$ cat src/rtl/colour_seq_ctrl_if.sv
// Bundle between the game FSM (master) and the colour sequence store (slave).
interface colour_seq_ctrl_if #(
  parameter int IDX_W = 6
);
  logic             rst_seedgen;
  logic             start;
  logic             load_colour;
  logic [IDX_W-1:0] check_round;
  logic [3:0]       player_input;
  logic [3:0]       colour_out;
  logic             result;
  logic [IDX_W-1:0] length;
  logic             full;
  logic             overflow;

  modport master (
    output rst_seedgen, start, load_colour, check_round, player_input,
    input  colour_out, result, length, full, overflow
  );

  modport slave (
    input  rst_seedgen, start, load_colour, check_round, player_input,
    output colour_out, result, length, full, overflow
  );
endinterface

$ cat src/rtl/colour_seq_ctrl.sv
// Simon Says colour store: LFSR-seeded append-only sequence plus player-press checker.
// Define COLOUR_SEQ_FIXED_SEED_EN to freeze the LFSR during SEEDING for repeatable games.
module colour_seq_ctrl #(
  parameter int         DEPTH = 32,
  parameter int         IDX_W = 6,
  parameter logic [7:0] SEED  = 8'hA5
) (
  input  logic             clk,
  input  logic             reset,
  colour_seq_ctrl_if.slave bus
);
  localparam int AW = $clog2(DEPTH);

  typedef enum logic [1:0] {IDLE, SEEDING, RUN} state_t;

  state_t           state;
  logic [7:0]       lfsr;
  logic [IDX_W-1:0] len_q;
  logic             ovf_q;
  logic             result_q;
  logic [1:0]       mem [DEPTH];

  logic [7:0]       lfsr_adv;
  logic [7:0]       lfsr_hold;
  logic             full_w;
  logic             append;
  logic [IDX_W-1:0] idx;
  logic             sel_vld;
  logic [3:0]       colour;

  // A zero register would lock the LFSR; both paths recover through SEED.
  assign lfsr_adv  = (lfsr == 8'h00) ? SEED : {lfsr[6:0], lfsr[7] ^ lfsr[5] ^ lfsr[4] ^ lfsr[3]};
  assign lfsr_hold = (lfsr == 8'h00) ? SEED : lfsr;

  assign full_w  = (len_q == IDX_W'(DEPTH));
  assign append  = (state == RUN) && !bus.rst_seedgen && bus.load_colour && !full_w;

  // Countdown index: check_round == length is the oldest entry.
  assign idx     = len_q - bus.check_round;
  assign sel_vld = (bus.check_round != '0) && (bus.check_round <= len_q);
  assign colour  = sel_vld ? (4'b0001 << mem[idx[AW-1:0]]) : 4'b0000;

  always_ff @(posedge clk) begin
    if (reset) begin
      state    <= IDLE;
      lfsr     <= SEED;
      len_q    <= '0;
      ovf_q    <= 1'b0;
      result_q <= 1'b0;
    end else begin
      result_q <= (colour != 4'b0000) && (bus.player_input == colour);
      if (bus.rst_seedgen) begin
        state <= SEEDING;
        lfsr  <= SEED;
        len_q <= '0;
        ovf_q <= 1'b0;
      end else begin
        case (state)
          IDLE: lfsr <= lfsr_hold;
          SEEDING: begin
            if (bus.start) state <= RUN;
`ifdef COLOUR_SEQ_FIXED_SEED_EN
            lfsr <= lfsr_hold;
`else
            lfsr <= lfsr_adv;
`endif
          end
          RUN: begin
            if (bus.load_colour) begin
              if (full_w) begin
                ovf_q <= 1'b1;
                lfsr  <= lfsr_hold;
              end else begin
                len_q <= len_q + 1'b1;
                lfsr  <= lfsr_adv;
              end
            end else begin
              lfsr <= lfsr_hold;
            end
          end
          default: state <= IDLE;
        endcase
      end
    end
  end

  // Contents need no reset: length == 0 hides them.
  always_ff @(posedge clk) begin
    if (append) mem[len_q[AW-1:0]] <= lfsr[1:0];
  end

  assign bus.colour_out = colour;
  assign bus.result     = result_q;
  assign bus.length     = len_q;
  assign bus.full       = full_w;
  assign bus.overflow   = ovf_q;
endmodule

$ cat src/flat_wrapper.sv
// flat-port wrapper written by rule: the top's interface ports become plain ports
module colour_seq_ctrl_flat 
#(
  parameter int         DEPTH = 32,
  parameter int         IDX_W = 6,
  parameter logic [7:0] SEED  = 8'hA5
)
  (clk, reset, bus_rst_seedgen, bus_start, bus_load_colour, bus_check_round, bus_player_input, bus_colour_out, bus_result, bus_length, bus_full, bus_overflow);
  colour_seq_ctrl_if #(.IDX_W(IDX_W)) bus_i ();
  input  logic clk;
  input  logic reset;
  input wire logic [$bits(bus_i.rst_seedgen)-1:0] bus_rst_seedgen;
  input wire logic [$bits(bus_i.start)-1:0] bus_start;
  input wire logic [$bits(bus_i.load_colour)-1:0] bus_load_colour;
  input wire logic [$bits(bus_i.check_round)-1:0] bus_check_round;
  input wire logic [$bits(bus_i.player_input)-1:0] bus_player_input;
  output wire logic [$bits(bus_i.colour_out)-1:0] bus_colour_out;
  output wire logic [$bits(bus_i.result)-1:0] bus_result;
  output wire logic [$bits(bus_i.length)-1:0] bus_length;
  output wire logic [$bits(bus_i.full)-1:0] bus_full;
  output wire logic [$bits(bus_i.overflow)-1:0] bus_overflow;
  assign bus_i.rst_seedgen = bus_rst_seedgen;
  assign bus_i.start = bus_start;
  assign bus_i.load_colour = bus_load_colour;
  assign bus_i.check_round = bus_check_round;
  assign bus_i.player_input = bus_player_input;
  assign bus_colour_out = bus_i.colour_out;
  assign bus_result = bus_i.result;
  assign bus_length = bus_i.length;
  assign bus_full = bus_i.full;
  assign bus_overflow = bus_i.overflow;
  colour_seq_ctrl #(.DEPTH(DEPTH), .IDX_W(IDX_W), .SEED(SEED)) u_core (.clk(clk), .reset(reset), .bus(bus_i));
endmodule
$ cat config.mk
export PLATFORM = sky130hd
export DESIGN_NAME = colour_seq_ctrl_flat
export DESIGN_NICKNAME = d
export VERILOG_FILES = /design/src/rtl/colour_seq_ctrl_if.sv /design/src/rtl/colour_seq_ctrl.sv /design/src/flat_wrapper.sv
export SDC_FILE = /design/constraint.sdc
export NUM_CORES = 1
export LEC_CHECK = 0
export CORE_UTILIZATION = 45
export DETAILED_ROUTE_END_ITERATION = 8
export SETUP_SLACK_MARGIN = 0.2
export SLEW_MARGIN = 15
export SYNTH_ARGS = -nofsm -noshare
export SYNTH_HDL_FRONTEND = slang
export SYNTH_SLANG_ARGS = --single-unit
$ cat constraint.sdc
create_clock -name clk -period 8.9 [get_ports clk]
set_clock_uncertainty 0.15 [all_clocks]
set_input_delay 0.89 -clock clk [delete_from_list [all_inputs] [get_ports clk]]
set_output_delay 0.89 -clock clk [all_outputs]
set_load 0.02 [all_outputs]
==> impl_results.md <==
- Combinational family with the most area after synthesis: simple AND/OR/NAND/NOR gates
- Largest net degree at the start of global routing: 36
- Max_cap viols: 0
- Worst Setup Path Type: in2out
- Post-route ant nets: 0
- Main flop type after synthesis: edfxtp_1
- Post-CTS setup buffer count: 0
- WP buf/inv: 3
- DRT iter0 DRCs: 152
- Placer Congestion: 0.862
- Simple-gate share of the synthesized area: 13.8%
- Mux contribution to synthesized area: under 10%
- Clock sinks: 82
- P per Cell Area: 177 mW/mm^2
- Synthesized flop and latch total: 82
- Setup violators final: 0
- Synth Cell Area: between 0.004 and 0.005 sq mm
- Vias in the first global route: approximately 2700
- Post-CTS Hold Buffers: 0
- Worst Hold Class: reg2reg
- H-tree levels: 3
- Compound-Gate Fraction of Synth Area: under 10%
- Die X: between 90 and 100 um
- Synthesized area per cell: 11.7 sq um
- Worst rel slew slack: 30.1%
- Total Neg Setup Slack: 0 ns
- Largest stage delay on the critical path: roughly 0.88 ns
- Most frequent cells in the layout: 64 x edfxtp_1, 63 x nor2_1, 37 x mux2i_1
- Rows: 34
- Synth cell types: 45
- Initial antenna violation count: 0
- Ys async rst share: 0%
- Max clock buf depth: 2
- Status: finished clean
- Area delta synth->final: 15.3%
- Synth Net Count: 379
- Fillers: 779
- Hold Crit Start: u_core.bus.overflow$_SDFFE_PP0P_
- Crit path arrival time: slightly above 5 ns
- Mapped Cells: around 350
- Synth warn: 0
- Dpl hpwl: between 6000 and 7000 um
- RSZ-0062 raised after global routing: no
- Fin crit share: 68.3%
- Total global routing overflow: 0
- XOR/XNOR Fraction of Synth Area: 2.79%
- Synth top area cells: edfxtp_1 48%, mux2i_1 9.2%, dfxtp_1 8.9%
- FMAX: 165 MHz
- Max-slew violations: 0
- Area fraction of the dominant cell type after synthesis: 47.7%
- Detailed Route WL: approximately 8600 um
- Layout Utilization: 53.6%
- Peak VDD IR: 0.0000893 V
- Post-CTS Resized: 0
- Synth Area in Adders: 6.08%
- Clk_lat worst skew: 0.35 ns
- Measured slew at the worst slew-check pin: 1.04 ns
- Core Area: a little under 0.009 sq mm
- Tmin final: 6.08 ns
- Die height: roughly 97 um
- Port bufs: 27
- Cell mode on critical path: clkdlybuf4s50_1
- Crit-path leading delay family: buffers and inverters
- Worst Setup Start Kind: input port
- Share of cells above drive strength 1: 6.32%
- Final Hold Viols: 0
- Yosys top cell by area: edfxtp_1
- CP max-delay cell: nor4_1
- CP required: 7.86 ns
- Pleak: 1.62 nW
- CTS Buf Count: 9
- Crit Path Max Fanout: 32
- Drt drc: 0
- Final Net Count: 409
- Pre-CTS WS: 2.83 ns
- Fin Hold WS: 0.336 ns
- CTS clk-pin slew, worst paths: 0.08 ns
- IO Count: 28
- Commonest non-fill, non-tap cell in the layout: edfxtp_1
- Initial cell density of the core: 46.5%
- CP Launch Point: bus_check_round[0]
- Via Count: 2711
- R2R Path Start: u_core.bus.length[0]$_SDFFE_PP0P_
- Root buf cell: clkbuf_8
- Drt pass-1 iters: 4
- Die Footprint: 0.00934 sq mm
- Overall Power: 0.824 mW
- Total track usage: about 20%
- DR vias/cell: 5.56
- Crit path cell chain: clkdlybuf4s50_1 > ha_1 > fa_1 > xnor2_4 > buf_4 > mux2i_1 > a22oi_1 > and4_1 > nor4_1 > nand2_1 > nor2_1 > clkdlybuf4s50_1
- Sequential area share after synthesis: 56.6%
- Critical Path Sink Type: output port
- Post-route setup slack: 2.82 ns
- First-pass GRT wire length: 14000 um
- CTS tree: done
- Drt wl/cell: 17.7 um
- EDFF count, synth: 64
- Number of diodes: 0
logic make-up after synthesis:
family / after synthesis
buffers and inverters: 27
flip-flops: 82
adder cells (fa/ha/maj): 19
XOR/XNOR: 12
multiplexers: 38
AND/OR/NAND/NOR: 120
AO/OA/AOI/OAI: 47
per-stage QoR:
stage,area (sq um),cells
5_1_grt,4650,488
2_1_floorplan,4030,345
6_report,4650,488
3_3_place_gp,4410,472
4_1_cts,4650,488
3_5_place_dp,4410,472
sequential cells by signal, summed over array words and instances, names as in the netlist:
name / cells
u_core.lfsr: 8
u_core.bus.result: 1
u_core.state: 2
u_core.bus.overflow: 1
u_core.bus.length: 6
u_core.mem: 64
per-layer routing:
layer | share of wire, % | track usage [%] | wire length [um]
met1 | 45 | 25.5 | 3850
met4 | 1.1 | 5.74 | 98
met5 | 0 | 0 | 0
met2 | 50 | 32.1 | 4310
met3 | 4.2 | 4.55 | 361
final cells by class:
type                    count  area [sq um]  area share [%]
multi-input cells         236          1640            35.3
clock buffers              10           128            2.74
repair buffers             29           285            6.14
well taps                 108           135            2.91
flip-flops and latches     82          2280            49.1
clock inverters             6           114            2.45
inverters                  17          63.8            1.37
path summary, 6_finish.rpt:
kind / to / slack [ns] / depth (start not counted)
worst max register to register: u_core.bus.result$_SDFF_PP0_ / 4.17 / 12
worst min register to register: u_core.bus.overflow$_SDFFE_PP0P_ / 0.34 / 2
worst max-delay path: bus_colour_out[0] / 2.82 / 12
worst min-delay path: u_core.bus.overflow$_SDFFE_PP0P_ / 0.34 / 2
report_power, final:
group	leakage, nW	total (mW)	switching (mW)	internal (mW)
clock network	0.120	0.323	0.135	0.188
logic	0.789	0.0865	0.0483	0.0383
registers	0.715	0.415	0.00286	0.412
total	1.62	0.824	0.186	0.638
synth_stat cells (2+ instances only):
library cell and number:
or2_2 3, or4_1 3, clkinv_1 2, edfxtp_1 64, a22oi_1 15, a21oi_1 9, xnor2_1 9, nor4_1 4
o22ai_1 4, o21ai_0 4, a22o_1 4, nor3_1 4, inv_1 15, mux2i_1 37, dfxtp_1 18, buf_6 2
nand2b_1 4, nand4_1 2, a311oi_1 2, ha_1 18, nor2b_1 5, nand3_1 9, and3_1 2, xor2_1 2
nor2_1 63, nand2_1 15, and4_1 3, clkbuf_1 6
tightest hold or removal path: cells and delay by family, from the launching register on:
family,cells,cell delay [ns]
flops,1,0.34
simple gates,1,0.07
compound gates,1,0.04
No activity file was read; power rests on OpenSTA's default activity.
